--- config.mk ---
export PLATFORM = sky130hd
export DESIGN_NAME = uart_tx
export DESIGN_NICKNAME = d
export VERILOG_FILES = /design/src/rtl/uart_tx.sv
export SDC_FILE = /design/constraint.sdc
export NUM_CORES = 1
export LEC_CHECK = 0
export ABC_AREA = 1
export CORE_MARGIN = 1
export CORE_UTILIZATION = 33
export CTS_CLUSTER_SIZE = 10
export DETAILED_ROUTE_END_ITERATION = 10
export SETUP_SLACK_MARGIN = 0.3
export SLEW_MARGIN = 30
export SYNTH_ARGS = -nofsm -noshare
export SYNTH_HDL_FRONTEND = slang
export SYNTH_SLANG_ARGS = --single-unit
--- constraint.sdc ---
create_clock -name clk -period 1.25 [get_ports clk]
set_input_delay 0.25 -clock clk [delete_from_list [all_inputs] [get_ports clk]]
set_output_delay 0.25 -clock clk [all_outputs]
set_load 0.005 [all_outputs]
--- src/rtl/uart_tx.sv ---
// Serial transmitter with a one-entry holding register.
// The external baud_tick strobe paces every bit; all FSM moves happen on tick edges only.
module uart_tx #(
  parameter int DATA_BITS = 8,
  parameter int PARITY    = 0,
  parameter int STOP_BITS = 1
) (
  input  logic                 clk,
  input  logic                 rst,
  input  logic                 baud_tick,
  input  logic [DATA_BITS-1:0] tx_data,
  input  logic                 tx_valid,
  output logic                 tx_ready,
  output logic                 tx,
  output logic                 busy
);
  localparam int               CNT_W     = $clog2(DATA_BITS);
  localparam logic [CNT_W-1:0] LAST_BIT  = CNT_W'(DATA_BITS - 1);
  localparam logic             LAST_STOP = (STOP_BITS == 2);

  generate
    if (DATA_BITS < 5 || DATA_BITS > 9) begin : g_bad_data_bits
      $error("uart_tx: DATA_BITS must be in 5..9");
    end
    if (PARITY < 0 || PARITY > 2) begin : g_bad_parity
      $error("uart_tx: PARITY must be 0, 1 or 2");
    end
    if (STOP_BITS != 1 && STOP_BITS != 2) begin : g_bad_stop_bits
      $error("uart_tx: STOP_BITS must be 1 or 2");
    end
  endgenerate

  typedef enum logic [2:0] {S_IDLE, S_START, S_DATA, S_PARITY, S_STOP} state_t;

  state_t               state, state_nxt;
  logic                 tx_nxt;
  logic [DATA_BITS-1:0] hold_data, hold_data_nxt;
  logic                 hold_valid, hold_valid_nxt;
  logic [DATA_BITS-1:0] shift, shift_nxt;
  logic [CNT_W-1:0]     bit_cnt, bit_cnt_nxt;
  logic                 stop_cnt, stop_cnt_nxt;
  logic                 par_bit, par_nxt;
  logic                 load;

  // Even parity makes the total count of ones even, so the bit is the XOR of the data.
  function automatic logic parity_of(input logic [DATA_BITS-1:0] d);
    return (PARITY == 2) ? ^d : ~^d;
  endfunction

  assign tx_ready = !hold_valid;
  assign busy     = (state != S_IDLE);

  always_comb begin
    state_nxt      = state;
    tx_nxt         = tx;
    shift_nxt      = shift;
    bit_cnt_nxt    = bit_cnt;
    stop_cnt_nxt   = stop_cnt;
    hold_valid_nxt = hold_valid;
    hold_data_nxt  = hold_data;
    par_nxt        = par_bit;
    load           = 1'b0;
    if (baud_tick) begin
      unique case (state)
        S_IDLE: begin
          if (hold_valid) load = 1'b1;
        end
        S_START: begin
          state_nxt   = S_DATA;
          tx_nxt      = shift[0];
          bit_cnt_nxt = '0;
        end
        S_DATA: begin
          if (bit_cnt != LAST_BIT) begin
            shift_nxt   = shift >> 1;
            bit_cnt_nxt = bit_cnt + CNT_W'(1);
            tx_nxt      = shift[1];
          end else if (PARITY != 0) begin
            state_nxt = S_PARITY;
            tx_nxt    = par_bit;
          end else begin
            state_nxt    = S_STOP;
            tx_nxt       = 1'b1;
            stop_cnt_nxt = 1'b0;
          end
        end
        S_PARITY: begin
          state_nxt    = S_STOP;
          tx_nxt       = 1'b1;
          stop_cnt_nxt = 1'b0;
        end
        S_STOP: begin
          if (stop_cnt != LAST_STOP) begin
            stop_cnt_nxt = stop_cnt + 1'b1;
          end else if (hold_valid) begin
            load = 1'b1;
          end else begin
            state_nxt = S_IDLE;
            tx_nxt    = 1'b1;
          end
        end
        default: begin
          state_nxt = S_IDLE;
          tx_nxt    = 1'b1;
        end
      endcase
    end
    // Hold-to-shift transfer: shared by the idle start and the gapless back-to-back start.
    if (load) begin
      state_nxt      = S_START;
      tx_nxt         = 1'b0;
      shift_nxt      = hold_data;
      par_nxt        = parity_of(hold_data);
      hold_valid_nxt = 1'b0;
    end
    if (tx_valid && tx_ready) begin
      hold_valid_nxt = 1'b1;
      hold_data_nxt  = tx_data;
    end
  end

  always_ff @(posedge clk or posedge rst) begin
    if (rst) begin
      state      <= S_IDLE;
      tx         <= 1'b1;
      hold_data  <= '0;
      hold_valid <= 1'b0;
      shift      <= '0;
      bit_cnt    <= '0;
      stop_cnt   <= 1'b0;
      par_bit    <= 1'b0;
    end else begin
      state      <= state_nxt;
      tx         <= tx_nxt;
      hold_data  <= hold_data_nxt;
      hold_valid <= hold_valid_nxt;
      shift      <= shift_nxt;
      bit_cnt    <= bit_cnt_nxt;
      stop_cnt   <= stop_cnt_nxt;
      par_bit    <= par_nxt;
    end
  end
endmodule
-- Yosys cells after proc, flatten, opt, wreduce, memory -nomap -nowiden
Cells that the tools add are included.
- reductions and logical operators: 15
- add/sub/neg operators: 2
- eq/ne operators: 11
- muxes and demuxes: 27
- operators with widths (cell ; count):
    two-way mux 8 bit ; 4
    two-way mux 3 bit ; 6
    one-hot mux 3 bit (5 select lines) ; 1
    two-way mux 1 bit ; 12
    inequality test 3 bit (second input constant) ; 4
    nonzero test 2 bit ; 5
    AND reduction 3 bit ; 3
    == test 3 x 2 -> 1 bit (second input constant) ; 2
    inequality test 2 bit (second input constant) ; 3
    one-hot mux 3 bit (2 select lines) ; 1
    nonzero test 3 bit ; 2
    AND reduction 5 bit ; 1
    one-hot mux 1 bit (4 select lines) ; 1
    AND reduction 4 bit ; 1
    adder 3 x 1 -> 3 bit (second input constant) ; 1
    == test 3 x 1 -> 1 bit (second input constant) ; 1
    == test 3 bit (second input constant) ; 1
    zero test 3 bit ; 1
    one-hot mux 1 bit (3 select lines) ; 1
    one-hot mux 1 bit (2 select lines) ; 1
    adder 1 bit (second input constant) ; 1
    logical AND 1 bit ; 1
    zero test 1 bit ; 1
- logic and storage cells: 62
- register bits: 25
- input port bits: 12
- output and inout port bits: 3

-- Depth between registers and ports, before layout
Gate-level depths: netlist (run 1).
- word-level depth: 6
- gate-level depth with buffers: 8
- depth with buffers taken out: 8

-- Worst setup path after synthesis (run 1)
No wires, ideal clock.
- path type: reg2reg
- start: reg bit_cnt[0]
- end: reg shift[0]
- data required time: 1.133 ns
- slack: -0.077 ns
- data arrival time: 1.210 ns
- clock period less this slack: 1.327 ns
- setup time: 0.117 ns
- cell stages (with the launch flop): 8
- buffers on the path: 1
- cells stage by stage: dfrtp_1 ha_1 ha_1 inv_1 nand3_1 buf_4 nand3_1 nand2_1
- longest elaborated chain between the ends: 3
- ends and longest elaborated chain (what ; RTL line ; text):
    start: declaration ; 40 ; logic [CNT_W-1:0] bit_cnt, bit_cnt_nxt;
    start signal: assignment ; 138 ; bit_cnt <= bit_cnt_nxt;
    inequality test 3 bit ; 74 ; if (bit_cnt != LAST_BIT) begin
    nonzero test 2 bit (no line) ; -- ;
    AND reduction 3 bit (no line) ; -- ;
    end signal: assignment ; 137 ; shift <= shift_nxt;
    end: declaration ; 39 ; logic [DATA_BITS-1:0] shift, shift_nxt;
No other way between the ends.
A chain may end at the register's enable or synchronous reset.

-- Worst setup path after layout (run 1)
- start: reg state[0]
- end: out busy
- longest elaborated chain between the ends: 1
- ends and longest elaborated chain (what ; RTL line ; text):
    start: declaration ; 35 ; state_t state, state_nxt;
    start signal: assignment ; 133 ; state <= state_nxt;
    nonzero test 3 bit ; 51 ; assign busy = (state != S_IDLE);
    end: declaration ; 15 ; output logic busy
No other way between the ends.

==> flow_summary.rst, run 1 <==
.. list-table::
   :header-rows: 1

   * - Metric
     - Value
   * - Result of the run
     - finished with violations
   * - Failing checks
     - setup timing
   * - Fin crit period
     - 1.35 ns
   * - Detailed Route Iter0 Violations
     - 41
   * - Pre-CTS setup slack
     - -0.240 ns
   * - Cell type with the highest aggregate area in the netlist
     - sky130_fd_sc_hd__dfrtp_1
   * - Peak fanout along the critical path
     - 2
   * - Area growth from synthesis to layout
     - 64.7%
   * - Worst EP required
     - 1.00 ns
   * - Top-area cell type share of the netlist area
     - 49.9%
   * - Die area
     - 3730 sq um
   * - Worst slew margin relative to its limit
     - 74.5%
   * - Drc violations
     - 0
   * - Num CTS Buffers
     - 3
   * - Fmax
     - 743 MHz
   * - N_diodes
     - 0
   * - Via/cell ratio
     - 4.62
   * - Count of final max-slew check failures
     - 0
   * - Maximum count of clock buffers along a single path
     - 2
   * - Worst-skew pair later-pin latency
     - 0.33 ns
   * - Wire length of the first global-routing pass
     - 4430 um
   * - Post-Route Skew
     - 0.00658 ns
   * - Peak ir drop on the vdd network
     - 1.12 mV
   * - Remaining number of nets flagged by the antenna check after routing
     - 0
   * - Critical path class
     - flip-flop to output pin
   * - Number of nets in the final layout
     - 196
   * - Final count of negative-setup-slack endpoints
     - 13
   * - Number of antenna violations at the first check in global routing
     - 0
   * - Per-instance average area after synthesis
     - 8.47 sq um
   * - Row cnt
     - 21
   * - Hold buffers post-CTS
     - 0
   * - Net count after synthesis
     - 150
   * - Pwr/cell area
     - 2200 nW/um^2
   * - Number of storage elements in the synthesis netlist
     - 24
   * - CTS tree
     - built
   * - Final hold vios
     - 0
   * - Effective utilization at floorplan
     - 34.5%
   * - Static leakage
     - 0.964 nW
   * - Share of synthesized area occupied by flip-flops and latches
     - 52.2%
   * - Total number of vias
     - 1049
   * - Synth warn
     - 0
   * - Wire length per cell
     - 12.1 um
   * - Top Ports
     - 15
   * - Minimum setup slack in the final design
     - -0.0958 ns
   * - Hold WC Path Type
     - input pin to async pin
   * - Area contributors post-synth
     - sky130_fd_sc_hd__dfrtp_1 (50%), sky130_fd_sc_hd__nand2_1 (20%), sky130_fd_sc_hd__nand3_1 (7.8%), sky130_fd_sc_hd__mux2_2 (7.8%), sky130_fd_sc_hd__inv_1 (2.9%)
   * - Critical path capture point type
     - output pin
   * - Final clock period utilization by the worst path
     - 108%
   * - Post-Synthesis Cell Area
     - 1150 sq um
   * - Placer's final routability congestion estimate
     - 0.837
   * - CTS H-Tree Depth
     - 1
   * - Clock sink count
     - 24
   * - Largest net degree at the start of global routing
     - 25
   * - Overall die height
     - 61.1 um
   * - Number of global-route vias before repair
     - 1015
   * - Final HPWL DP
     - 1780 um
   * - Max capacitance violation total
     - 0
   * - Slew at the pin with the worst max-slew slack
     - 0.382 ns
   * - All-Layer GR Usage
     - 15.8%
   * - Startpoint Class
     - flip-flop
   * - Clock root buffer
     - sky130_fd_sc_hd__clkbuf_4
   * - Number of port buffers
     - 14
   * - Core area
     - 3340 sq um
   * - Ratio of cells with drive above 1 in the final layout
     - 45.3%
   * - Length of the first detailed-routing pass in iterations
     - 4
   * - Setup repair after global routing missed its margin
     - true
   * - Data arrival time at the worst-slack endpoint
     - 1.10 ns
   * - Wirelength, routed
     - 2740 um
   * - Distinct cell type count after synthesis
     - 16
   * - Total design power
     - 4.18 mW
   * - Remaining global-route overflow
     - 0
   * - Clock-pin slew of the registers on the worst-case setup and hold paths
     - 0.14 ns
   * - Chip Width
     - 61.1 um
   * - Post-synthesis cell count
     - 136
logic make-up (layout without fill, tap and decap cells):
group | Yosys count | in the layout | synth area share, %
and+or+nand+nor | 87 | 89 | 31.8
DFF | 24 | 24 | 52.2
buffers and inverters | 14 | 57 | 5.54
muxes | 8 | 8 | 7.82
adders and majority gates | 2 | 2 | 2.17
AOI/OAI and AO/OA | 1 | 1 | 0.434
what timing repair did:
item / 4_1_cts / 5_1_grt
resized for setup: 58 / 13
pin swaps: 13 / 4
setup buffers: 4 / 2
setup endpoints to repair: 27 / 27
gates cloned: 1 / 2
cell type report:
class,instances,area (sq um)
Tap cell,46,57.6
Sequential cell,24,603
Inverter,12,67.6
Timing Repair Buffer,40,392
Timing Repair inverter,1,8.76
Fill cell,318,1440
Clock inverter,1,30.0
Clock buffer,3,22.5
Multi-Input combinational cell,100,717
metal layers:
layer,up-vias,routed length [um],GRT usage [%]
met5,-,0,0
met4,0,21,0.974
met3,3,90,3.78
met2,16,1420,28.9
met1,503,1200,19.8
li1,527,-,-
metrics by stage:
| step | cells | hold WS, ns | utilization, % | area (sq um) | TNS (ns) |
|---|---|---|---|---|---|
| finish | 227 | 0.216 | 56.9 | 1900 | -0.629 |
| global route | 227 | 0.241 | 56.9 | 1900 | -1.65 |
| CTS | 223 | 0.220 | 54.3 | 1810 | -0.794 |
| detailed placement | 214 | 0.461 | 46.3 | 1550 | -3.76 |
| global placement | 214 | 0.460 | 46.3 | 1550 | -3.49 |
| floorplan | 136 | 0.264 | - | 1190 | 0 |
worst paths after layout:
path                                  from      endpoint  slack [ns]  depth (start not counted)
worst max-delay path              state[0]          busy        -0.1                          3
worst min-delay path                   rst  hold_data[7]        0.22                          3
worst max register to register  bit_cnt[1]    bit_cnt[1]       -0.08                          7
worst min register to register          tx            tx        0.49                          2
max in group asynchronous              rst            tx        0.81                          3
min in group clk                        tx            tx        0.49                          2
synthesized netlist by cell type, drive strengths merged:
cell    count
mux2        8
dfrtp      23
dfstp       1
nand2      63
nor2        3
inv        11
nand3      18
nand4       3
o21ai       1
ha          2
clkinv      1
buf         2
power by group:
group          internal [mW]  switching, mW  total [mW]
Clock                  0.325          0.248       0.573
Sequential              1.13          0.243        1.37
Combinational           1.17           1.08        2.24
layout by cell type, fill, tap and decap left out, drive strengths merged:
master | netlist | routed
buf | 2 | 29
bufinv | 0 | 1
clkbuf | 0 | 3
clkdlybuf4s50 | 0 | 11
clkinv | 1 | 1
dfrtp | 23 | 23
dfstp | 1 | 1
ha | 2 | 2
inv | 11 | 12
mux2 | 8 | 8
nand2 | 63 | 65
nand3 | 18 | 18
nand4 | 3 | 3
nor2 | 3 | 3
o21ai | 1 | 1
registers in the layout, summed over array words and instances, names as in the netlist:
signal / count
hold_data: 8
shift: 8
bit_cnt: 3
hold_valid: 1
state: 3
tx: 1
worst max-delay path, stage by stage, from the launching register on:
cell	delay (ns)
sky130_fd_sc_hd__dfrtp_2	0.45
sky130_fd_sc_hd__nor2_4	0.13
sky130_fd_sc_hd__nand2_2	0.07
sky130_fd_sc_hd__buf_2	0.13
Note: power is estimated with default switching activity, not from simulation.
==> run 2: changes to the inputs <==
--- a/config.mk
+++ b/config.mk
@@ -7,7 +7,7 @@
 export LEC_CHECK = 0
 export ABC_AREA = 1
 export CORE_MARGIN = 1
-export CORE_UTILIZATION = 33
+export CORE_UTILIZATION = 40
 export CTS_CLUSTER_SIZE = 10
 export DETAILED_ROUTE_END_ITERATION = 10
 export SETUP_SLACK_MARGIN = 0.3
==> run 2 against run 1 <==
Net effect: die area fell by 17%; wire length rose by 1.4%; the flow still finishes with violations (setup timing); clock power fell by 29%; via count rose by 3.9%; combinational power is 6% higher; sequential power about the same; sequential share of layout area increased by 0.063 points; count of clock-buffer cells in the layout up 1; critical endpoint is now bit_cnt[2]; utilization is 12 points higher.
==> flow_summary.rst, run 2 (same netlist as run 1, synthesis figures left out) <==
.. list-table::
   :header-rows: 1

   * - Metric
     - Value
   * - Fmax
     - 740 MHz
   * - # fillers
     - 202
   * - Placed Cells
     - 200
   * - Final cell count without fillers
     - 220
   * - Area taken by flip-flops and latches
     - 603 sq um
   * - Pwr/cell area
     - 2190 nW/um^2
   * - Die area
     - 3100 sq um
   * - Minimum setup slack in the final design
     - -0.101 ns
   * - Largest net degree at the start of global routing
     - 14
   * - Worst slew margin relative to its limit
     - 74.7%
   * - Pre-CTS setup slack
     - -0.326 ns
   * - Number of port buffers
     - 14
   * - Critical path class
     - input pin to flip-flop
   * - Max capacitance violation total
     - 0
   * - Effective utilization at floorplan
     - 42.2%
   * - Length of the first detailed-routing pass in iterations
     - 4
   * - Worst EP required
     - 1.46 ns
   * - Critical path capture point type
     - flip-flop
   * - Count of buffering cells on the critical path with inverters included
     - 3
   * - Net switching power of the design
     - 1.58 mW
   * - Result of the run
     - finished with violations
   * - Count of final max-slew check failures
     - 0
   * - Drc violations
     - 0
   * - Combined area of the multi-input logic cells
     - 731 sq um
   * - Top Ports
     - 15
   * - Slew at the pin with the worst max-slew slack
     - 0.380 ns
   * - Clock-pin slew of the registers on the worst-case setup and hold paths
     - 0.13 ns
   * - Wire length of the first global-routing pass
     - 4730 um
   * - Cell count of the worst reg-to-reg path
     - 6
   * - Worst-skew pair later-pin latency
     - 0.31 ns
   * - CTS H-Tree Depth
     - 1
   * - Met3 track utilization from global routing
     - 1.40%
   * - Area growth from synthesis to layout
     - 64.4%
   * - Grt met2 use
     - 35.3%
   * - Peak fanout along the critical path
     - 4
   * - CP delay by family, top
     - buffers and inverters
   * - Static leakage
     - 0.978 nW
   * - Total number of vias
     - 1090
   * - Most common cell after layout, fill and taps aside
     - sky130_fd_sc_hd__nand2_1
   * - All-Layer GR Usage
     - 19.1%
   * - Routing layer with the top usage in global route
     - met2
   * - Final hold vios
     - 0
   * - CTS tree
     - built
   * - Maximum count of clock buffers along a single path
     - 2
   * - Hold WC Path Type
     - input pin to async pin
   * - Setup repair after global routing missed its margin
     - true
   * - Peak ir drop on the vdd network
     - 1.41 mV
   * - Critical-path top delay cell
     - sky130_fd_sc_hd__clkdlybuf4s50_1
   * - Remaining global-route overflow
     - 0
   * - N_diodes
     - 0
   * - Via/cell ratio
     - 4.95
   * - Failing checks
     - setup timing
   * - Ratio of cells with drive above 1 in the final layout
     - 50.8%
   * - Post-Route Skew
     - 0.00495 ns
   * - Num CTS Buffers
     - 3
   * - Share of total power consumed by net switching
     - 38.1%
   * - Fin crit period
     - 1.35 ns
   * - Sequence of cells on the critical path
     - clkdlybuf4s50_1 > buf_4 > buf_4 > nand4_1 > nand3_1 > nand2_1
   * - Detailed Route Iter0 Violations
     - 25
   * - Row cnt
     - 19
   * - Wirelength, routed
     - 2780 um
   * - Finished Cell Area
     - 1890 sq um
   * - Clock root buffer
     - sky130_fd_sc_hd__clkbuf_4
   * - Relative contribution of the clock network to total power
     - 9.7%
   * - Overall die height
     - 55.7 um
   * - Final HPWL DP
     - 1740 um
   * - Startpoint Class
     - input pin
   * - Final count of negative-setup-slack endpoints
     - 15
   * - Final clock period utilization by the worst path
     - 108%
   * - Number of antenna violations at the first check in global routing
     - 0
   * - Critical path's most frequent cell
     - sky130_fd_sc_hd__buf_4
   * - Number of nets in the final layout
     - 204
   * - Max incr delay on CP
     - 0.56 ns
   * - Clock sink count
     - 24
   * - CP Depth
     - 6
   * - Largest registers
     - hold_data: 8 flops, shift: 8 flops
   * - Remaining number of nets flagged by the antenna check after routing
     - 0
   * - Total design power
     - 4.14 mW
   * - Chip Width
     - 55.7 um
   * - Placer's final routability congestion estimate
     - 0.850
   * - Number of global-route vias before repair
     - 1100
   * - Fraction of power consumed by combinational cells
     - 57.2%
   * - Post-DP Area
     - 1520 sq um
   * - Power share of the sequential group
     - 33.0%
   * - Wire length per cell
     - 12.6 um
   * - Met1 Usage GRT
     - 23.1%
   * - Core area
     - 2730 sq um
   * - Commonest cells after routing, fill and taps aside
     - sky130_fd_sc_hd__nand2_1 (46), sky130_fd_sc_hd__buf_4 (29), sky130_fd_sc_hd__dfrtp_1 (22), sky130_fd_sc_hd__nand2_2 (11)
   * - Cell internal pwr
     - 2.56 mW
   * - Data arrival time at the worst-slack endpoint
     - 1.56 ns
## run 2: cell count changes in the layout (fill, tap and decap cells not counted), sizes merged
cell	change
buf	+9
bufinv	-1
clkbuf	+1
clkdlybuf4s50	-1
dlygate4sd2	+1
inv	-1
## run 2: repair_timing
| item | CTS | global route |
|---|---|---|
| endpoints found under the setup margin | 27 | 27 |
| pin swaps | 12 | 16 |
| buffers inserted | 11 | 3 |
| gates cloned | 2 | 0 |
| gates resized for setup | 47 | 26 |
| hold buffers | 0 | 0 |
## run 2: through the flow
step | setup TNS (ns) | hold WS [ns] | utilization (%)
after floorplan | 0 | 0.264 | -
after global placement | -4.14 | 0.458 | 55.7
after detailed placement | -4.99 | 0.474 | 55.7
after CTS | -0.564 | 0.166 | 64.8
after global routing | -1.50 | 0.199 | 69.3
final | -0.710 | 0.168 | 69.3
## run 2: area by class of cell
| cell class | count | share of cell area [%] |
|---|---|---|
| clock buffers | 4 | 1.92 |
| inverters | 12 | 3.24 |
| multi-input cells | 100 | 38.6 |
| flip-flops and latches | 24 | 31.8 |
| well taps | 31 | 2.05 |
| repair buffers | 49 | 22.4 |
## run 2: worst paths after layout
path                            slack [ns]  startpoint          to
worst max register to register       -0.10    state[1]  bit_cnt[2]
min in group clk                      0.51          tx          tx
worst min-delay path                  0.17         rst    state[2]
max in group asynchronous             0.64         rst    shift[6]
worst min register to register        0.51          tx          tx
worst max-delay path                 -0.10   baud_tick  bit_cnt[2]
## run 2: power by group through the flow
stage                     clock (mW)  combinational [mW]  sequential [mW]
after CTS                      0.418                2.04             1.34
final                          0.404                2.37             1.37
after detailed placement           0                1.52             1.35
after floorplan                    0               0.922             1.32
after global placement             0                1.49             1.35
after global routing           0.450                2.58             1.40
## run 2: metal layers
| metal | part of all wire (%) | routed length, um |
|---|---|---|
| met1 | 41 | 1140 |
| met2 | 55 | 1520 |
| met3 | 2.1 | 58 |
| met4 | 1.8 | 51 |
| met5 | 0 | 0 |
